===== config.mk =====
export PLATFORM = sky130hd
export DESIGN_NAME = fetch_unit
export DESIGN_NICKNAME = d
export VERILOG_FILES = /design/src/rtl/fetch_unit.sv
export SDC_FILE = /design/constraint.sdc
export NUM_CORES = 1
export LEC_CHECK = 0
export CAP_MARGIN = 15
export CORE_ASPECT_RATIO = 1.2
export CORE_UTILIZATION = 45
export DETAILED_ROUTE_END_ITERATION = 8
export PLACE_DENSITY = 0.8
export SYNTH_ARGS = -nofsm -noshare
export SYNTH_HDL_FRONTEND = slang
export SYNTH_SLANG_ARGS = --single-unit

===== constraint.sdc =====
create_clock -name clk_i -period 2.8 [get_ports clk_i]
set_input_delay 0.56 -clock clk_i [delete_from_list [all_inputs] [get_ports clk_i]]
set_output_delay 0.56 -clock clk_i [all_outputs]
set_load 0.005 [all_outputs]

===== src/rtl/fetch_unit.sv =====
// rtl/fetch_unit.sv - RV32I instruction fetch stage with IF/ID register and skid buffer
//
// Purpose: holds the PC and issues single-outstanding word fetches over a
// req/ack bus. Returned words are placed in the IF/ID register, or in a
// one-entry skid buffer when IF/ID is full and stalled. Execute-stage
// redirects flush everything already fetched. An outstanding request is
// never abandoned: its ack is drained in DROP and then discarded.
//
// Ports:
//   clk_i          clock, rising edge
//   rst_i          synchronous active-high reset
//   imem_req_o     fetch request, held until imem_ack_i
//   imem_addr_o    fetch word address, stable while imem_req_o
//   imem_ack_i     response valid (same cycle as request or later)
//   imem_rdata_i   instruction word, valid with imem_ack_i
//   redirect_i     execute-stage PC override, flushes fetched words
//   redirect_pc_i  redirect target
//   stall_i        hold IF/ID contents
//   id_valid_o     IF/ID holds a live instruction
//   id_instr_o     IF/ID instruction (NOP 32'h13 when invalid)
//   id_pc_o        PC of id_instr_o
//   id_pc_plus4_o  id_pc_o + 4, registered link value
//   id_fault_o     misaligned-target fault (FETCH_MISALIGN_TRAP_EN only)
//
// Optional feature macro: FETCH_MISALIGN_TRAP_EN. When defined, a redirect
// to a non-word-aligned target reports a fault in IF/ID and halts fetch
// until the next aligned redirect. When undefined, the target's low two
// bits are forced to zero.

module fetch_unit #(
  parameter logic [31:0] RESET_PC = 32'h0000_0000
) (
  input  logic        clk_i,
  input  logic        rst_i,
  output logic        imem_req_o,
  output logic [31:0] imem_addr_o,
  input  logic        imem_ack_i,
  input  logic [31:0] imem_rdata_i,
  input  logic        redirect_i,
  input  logic [31:0] redirect_pc_i,
  input  logic        stall_i,
  output logic        id_valid_o,
  output logic [31:0] id_instr_o,
  output logic [31:0] id_pc_o,
  output logic [31:0] id_pc_plus4_o
`ifdef FETCH_MISALIGN_TRAP_EN
  ,
  output logic        id_fault_o
`endif
);

  localparam logic [31:0] NOP    = 32'h0000_0013;
  localparam logic [1:0]  S_IDLE = 2'd0;
  localparam logic [1:0]  S_WAIT = 2'd1;
  localparam logic [1:0]  S_DROP = 2'd2;
`ifdef FETCH_MISALIGN_TRAP_EN
  localparam logic [1:0]  S_HALT = 2'd3;
`endif

  logic [1:0]  r_state;
  logic [1:0]  w_state_nxt;
  logic [31:0] r_pc;
  logic [31:0] r_drop_addr;
  logic        r_id_valid;
  logic [31:0] r_id_instr;
  logic [31:0] r_id_pc;
  logic [31:0] r_id_pc4;
  logic        r_skid_valid;
  logic [31:0] r_skid_instr;
  logic [31:0] r_skid_pc;

  logic [31:0] w_target;
  logic        w_misalign;
  logic        w_accept;
  logic        w_id_adv;
  logic        w_skid_valid_nxt;

`ifdef FETCH_MISALIGN_TRAP_EN
  logic        r_id_fault;
  logic        r_halt_pend;
  logic        w_halt_req;

  assign w_target   = redirect_pc_i;
  assign w_misalign = redirect_i && (redirect_pc_i[1:0] != 2'b00);
  // In DROP, the most recent redirect decides whether the drained ack
  // leads to HALT or to a fresh fetch.
  assign w_halt_req = redirect_i ? w_misalign : r_halt_pend;
  assign id_fault_o = r_id_fault;
`else
  assign w_target   = redirect_pc_i & 32'hFFFF_FFFC;
  assign w_misalign = 1'b0;
`endif

  // A word is accepted only for a live (non-stale) request that is not
  // being overridden by a redirect in the same cycle.
  assign w_accept = (r_state == S_WAIT) && imem_ack_i && !redirect_i;
  // IF/ID may load when it is empty or decode is taking its contents.
  assign w_id_adv = !stall_i || !r_id_valid;

  always_comb begin
    w_skid_valid_nxt = 1'b0;
    if (redirect_i) begin
      w_skid_valid_nxt = 1'b0;
    end else if (!w_id_adv) begin
      w_skid_valid_nxt = r_skid_valid || w_accept;
    end
  end

  // Fetch continues only once the skid buffer will be empty, which keeps
  // at most one word in flight beyond IF/ID.
  always_comb begin
    w_state_nxt = r_state;
    case (r_state)
      S_IDLE: begin
`ifdef FETCH_MISALIGN_TRAP_EN
        if (w_misalign) begin
          w_state_nxt = S_HALT;
        end else
`endif
        if (!w_skid_valid_nxt) begin
          w_state_nxt = S_WAIT;
        end
      end
      S_WAIT: begin
        if (redirect_i) begin
          if (!imem_ack_i) begin
            w_state_nxt = S_DROP;
          end
`ifdef FETCH_MISALIGN_TRAP_EN
          else if (w_misalign) begin
            w_state_nxt = S_HALT;
          end
`endif
          else begin
            w_state_nxt = S_WAIT;
          end
        end else if (imem_ack_i) begin
          w_state_nxt = w_skid_valid_nxt ? S_IDLE : S_WAIT;
        end
      end
      S_DROP: begin
        if (imem_ack_i) begin
`ifdef FETCH_MISALIGN_TRAP_EN
          w_state_nxt = w_halt_req ? S_HALT : S_WAIT;
`else
          w_state_nxt = S_WAIT;
`endif
        end
      end
`ifdef FETCH_MISALIGN_TRAP_EN
      S_HALT: begin
        if (redirect_i && !w_misalign) begin
          w_state_nxt = S_WAIT;
        end
      end
`endif
      default: w_state_nxt = S_IDLE;
    endcase
  end

  always_ff @(posedge clk_i) begin
    if (rst_i) begin
      r_state      <= S_IDLE;
      r_pc         <= RESET_PC;
      r_drop_addr  <= 32'h0;
      r_skid_valid <= 1'b0;
      r_skid_instr <= 32'h0;
      r_skid_pc    <= 32'h0;
    end else begin
      r_state      <= w_state_nxt;
      r_skid_valid <= w_skid_valid_nxt;
      if (redirect_i) begin
        r_pc <= w_target;
      end else if (w_accept) begin
        r_pc <= r_pc + 32'd4;
      end
      // The abandoned request keeps its address on the bus until its ack.
      if (r_state == S_WAIT && redirect_i && !imem_ack_i) begin
        r_drop_addr <= r_pc;
      end
      if (!redirect_i && !w_id_adv && w_accept) begin
        r_skid_instr <= imem_rdata_i;
        r_skid_pc    <= r_pc;
      end
    end
  end

  always_ff @(posedge clk_i) begin
    if (rst_i) begin
      r_id_valid <= 1'b0;
      r_id_instr <= NOP;
      r_id_pc    <= 32'h0;
      r_id_pc4   <= 32'h4;
    end else if (redirect_i) begin
      // Flush; with the trap enabled a misaligned target becomes a
      // faulting NOP tagged with the offending address.
      r_id_valid <= w_misalign;
      r_id_instr <= NOP;
      r_id_pc    <= w_target;
      r_id_pc4   <= w_target + 32'd4;
    end else if (w_id_adv) begin
      if (r_skid_valid) begin
        r_id_valid <= 1'b1;
        r_id_instr <= r_skid_instr;
        r_id_pc    <= r_skid_pc;
        r_id_pc4   <= r_skid_pc + 32'd4;
      end else if (w_accept) begin
        r_id_valid <= 1'b1;
        r_id_instr <= imem_rdata_i;
        r_id_pc    <= r_pc;
        r_id_pc4   <= r_pc + 32'd4;
      end else begin
        r_id_valid <= 1'b0;
        r_id_instr <= NOP;
      end
    end
  end

`ifdef FETCH_MISALIGN_TRAP_EN
  always_ff @(posedge clk_i) begin
    if (rst_i) begin
      r_id_fault  <= 1'b0;
      r_halt_pend <= 1'b0;
    end else begin
      if (redirect_i) begin
        r_id_fault  <= w_misalign;
        r_halt_pend <= w_misalign;
      end else if (w_id_adv) begin
        r_id_fault <= 1'b0;
      end
    end
  end
`endif

  assign imem_req_o    = (r_state == S_WAIT) || (r_state == S_DROP);
  assign imem_addr_o   = (r_state == S_DROP) ? r_drop_addr : r_pc;
  assign id_valid_o    = r_id_valid;
  assign id_instr_o    = r_id_instr;
  assign id_pc_o       = r_id_pc;
  assign id_pc_plus4_o = r_id_pc4;

endmodule

==> impl_metrics.csv <==
group,metric,value,unit
placed_design,dpl.hpwl,24.8,mm
floorplan,pin_count,199,
power_and_ir_drop,clockPowerShare,0.444,
clock_network,htree_levels,1,
critical_path,path_buf_inv,3,
sta,finalCritPeriodShare,0.972,
routing,wire_per_inst,18.6,um
floorplan,rows,62,
placed_design,gp_congestion,0.994,
critical_path,criticalPathCategory,"flop to primary output",
global_route,grt_pass1_vias,10900,
sta,drv_slew,0,
critical_path,crit_path_start_kind,"flop",
status,status,"finished clean",
sta,worstMarginPinSlew,861,ps
routing,drt-initial-drc-count,1102,
clock_network,hold_buffers,0,
final_layout,drive_above_1_share,0.104,
yosys,netlist_area,11200,um2
yosys,synth_top_family_by_area,"simple AND/OR/NAND/NOR gates",
power_and_ir_drop,power,7990,uW
sta,hold_viol,0,
final_layout,syn2layout_area_growth,29.8,%
routing,num_vias,11400,
clock_network,cts_setup_buffers,0,
routing,firstDrtPassIters,5,
final_layout,seq_area,4370,um2
sta,tns,0,ps
yosys,synth_area_per_cell,7.81,um2
clock_network,cts_num_sinks,218,
clock_network,ctsLongestPathBuffers,3,
job,drv_cap,0,
critical_path,critPathSlowestCell,"clkdlybuf4s50_1",
final_layout,n_fill_cell,2042,
floorplan,coreArea,24100,um2
sta,skew,17.2,ps
routing,ant_nets,0,
yosys,ys_types,51,
sta,rsz0062_at_grt,"no",
sta,min_period,2720,ps
final_layout,most-common-layout-cells,"nand2_1 (260), dfxtp_1 (217), clkdlybuf4s50_1 (188), a21oi_1 (141), nor2_1 (135)",
critical_path,cp.arrival,2160,ps
floorplan,dieArea,25500,um2
routing,wl,35.9,mm
sta,holdWs,450,ps
clock_network,cts.clk_slew.worst_paths,60,ps
final_layout,multiInputGateArea,6250,um2
power_and_ir_drop,combPwrFrac,0.140,
global_route,track_usage,0.274,
hold_path,hold_end,"id_pc_o[23]",
final_layout,nets,1669,
yosys,synth_xor_xnor_area_share,0.0800,
yosys,synth-compound-area-share,0.173,
critical_path,crit_chain,"inv_1, ha_2, buf_4, mux2_2, clkdlybuf4s50_1",
critical_path,worstReg2RegStart,"r_pc[3]",
clock_network,numCtsBuffers,24,
power_and_ir_drop,p_int,5980,uW
critical_path,slowest_delay,440,ps
sta,fmax,367,MHz
clock_network,clk_latency,530,ps
hold_path,whs_path_depth,2,
floorplan,die_y,175,um
clock_network,cts-root-buf,"clkbuf_16",
critical_path,r2r_slack,170,ps
floorplan,die_w,146,um
yosys,async_reset_ff_frac,0,
power_and_ir_drop,peakVddDrop,0.000448,V
global_route,grt_overflow,0,
critical_path,critPathMaxFanout,10,
sta,slew_headroom,0.424,
clock_network,cts_tree,"done",
hold_path,hp-class,"input port to flop",
critical_path,timing.rr.end,"id_pc_plus4_o[30]",
critical_path,cp.required,2240,ps
floorplan,start_util,0.463,
yosys,synth-edff-count,0,
yosys,yosys_register_bits,218,
power_and_ir_drop,seqPwrFrac,0.416,
critical_path,critPathTopFamily,"buffers and inverters",
sta,final-setup-viol-count,0,
yosys,synth_seq_area_share,0.391,
power_and_ir_drop,p_leak,0.00498,uW
critical_path,cp-end-kind,"primary output",
global_route,grt_pass1_wl,56.2,mm
final_layout,final_common_cell,"nand2_1",
global_route,antenna_found_initial,3,
power_and_ir_drop,p_sw,2010,uW
yosys,ys.flop_type,"dfxtp_1",
hold_path,hp-start,"rst_i",
power_and_ir_drop,p_per_area,551,nW/um2
yosys,synthAdderAreaFrac,0.00784,
yosys,yosys_warnings,0,
yosys,synthMuxAreaShare,0.0614,
placed_design,port_buffers,190,
yosys,synth_simple_gate_area_frac,0.233,
routing,drc,0,
critical_path,rr_worst_depth,7,
global_route,grt_max_degree,152,
clock_network,post_cts_resized,1,
routing,vias_per_cell,5.89,
yosys,syn-instance-count,1431,
power_and_ir_drop,swShare,0.252,
[flip-flops by register name, indices dropped and copies added (netlist names)]
register and cells:
r_skid_pc 30, r_skid_instr 32, r_skid_valid 1, id_instr_o 32, id_pc_o 30, id_pc_plus4_o 30, r_state 2, id_valid_o 1
r_drop_addr 30, r_pc 30
[metrics by stage]
stage / util / cells / setup WS, ps / instance area [um2]
finish: 0.601 / 1932 / 78.6 / 14500
global route: 0.601 / 1932 / 12.1 / 14500
CTS: 0.600 / 1931 / 12.3 / 14500
detailed placement: 0.563 / 1887 / 4.74 / 13600
global placement: 0.563 / 1887 / 141 / 13600
floorplan: - / 1436 / 340 / 11200
[final cells by class]
cell class | instances | share of cell area
Tap cell | 320 | 0.0276
Multi-Input combinational cell | 1069 | 0.431
Timing Repair Buffer | 270 | 0.176
Inverter | 10 | 0.00259
Sequential cell | 218 | 0.301
Clock buffer | 32 | 0.0477
Antenna cell | 1 | 0.000173
Clock inverter | 12 | 0.0139
[synth_stat cells, drive strengths merged (2+ instances only)]
library cell	number	area share
mux2i	37	0.033
inv	10	0.0034
nand2	260	0.087
a311o	2	0.0018
a221oi	32	0.025
a211oi	57	0.038
a2111oi	2	0.0016
ha	7	0.0078
a22o	5	0.0039
a311oi	10	0.0078
a31oi	2	0.0011
nor3	53	0.024
o21a	3	0.0020
clkbuf	116	0.039
o21ai	22	0.0099
mux2	28	0.028
or4	3	0.0020
xnor2	51	0.040
nor4	13	0.0084
or2	5	0.0028
o211ai	7	0.0047
and3	9	0.0050
nand4	24	0.013
o22ai	4	0.0022
or3	17	0.0095
buf	23	0.011
xor2	51	0.040
a22oi	8	0.0054
dfxtp	218	0.39
and2	5	0.0028
a21o	2	0.0013
a21oi	141	0.063
nor2	137	0.046
and4	10	0.0078
a222oi	2	0.0018
nand3	43	0.020
nand2b	4	0.0022
[kinds of logic (layout without fill, tap and decap cells)]
kind of cell               count (synthesis)  in the layout
buffers and inverters                    149            324
DFF                                      218            218
other                                      1              7
muxes                                     65             65
and+or+nand+nor                          586            586
AOI/OAI and AO/OA                        303            303
xor gates and xnor gates                 102            102
adders and majority gates                  7              7
[worst register-to-register path, delay by kind of cell, from the launching register on]
family,cells,cell delay [ps]
xor+xnor,1,100
compound gates,2,470
flops,1,390
fa+ha+maj,1,310
simple gates,3,1280
[power by group through the flow]
stage	registers (uW)	clock network [uW]	logic, uW
2_1_floorplan	3350	0	557
3_3_place_gp	3390	0	1080
3_5_place_dp	3390	0	1100
4_1_cts	3320	3590	1110
5_1_grt	3340	3710	1200
6_report	3330	3550	1120
[metal layers]
metal	wire, um	track usage	vias to the layer above
met5	12	0	-
met4	1990	0.154	2
met3	3260	0.0496	145
met2	16700	0.452	628
met1	14000	0.335	5278
li1	-	-	5318
[how the worst max path moves through the flow]
stage                           startpoint                end  cells after the start
after global routing            r_state[1]    imem_addr_o[26]                      4
after global placement    redirect_pc_i[2]  id_pc_plus4_o[20]                      9
after CTS                       r_state[0]    imem_addr_o[31]                      5
after detailed placement  redirect_pc_i[5]  id_pc_plus4_o[21]                      8
after floorplan                    r_pc[2]           r_pc[31]                      8
final                           r_state[0]    imem_addr_o[26]                      5
Note: power is estimated with default switching activity, not from simulation.
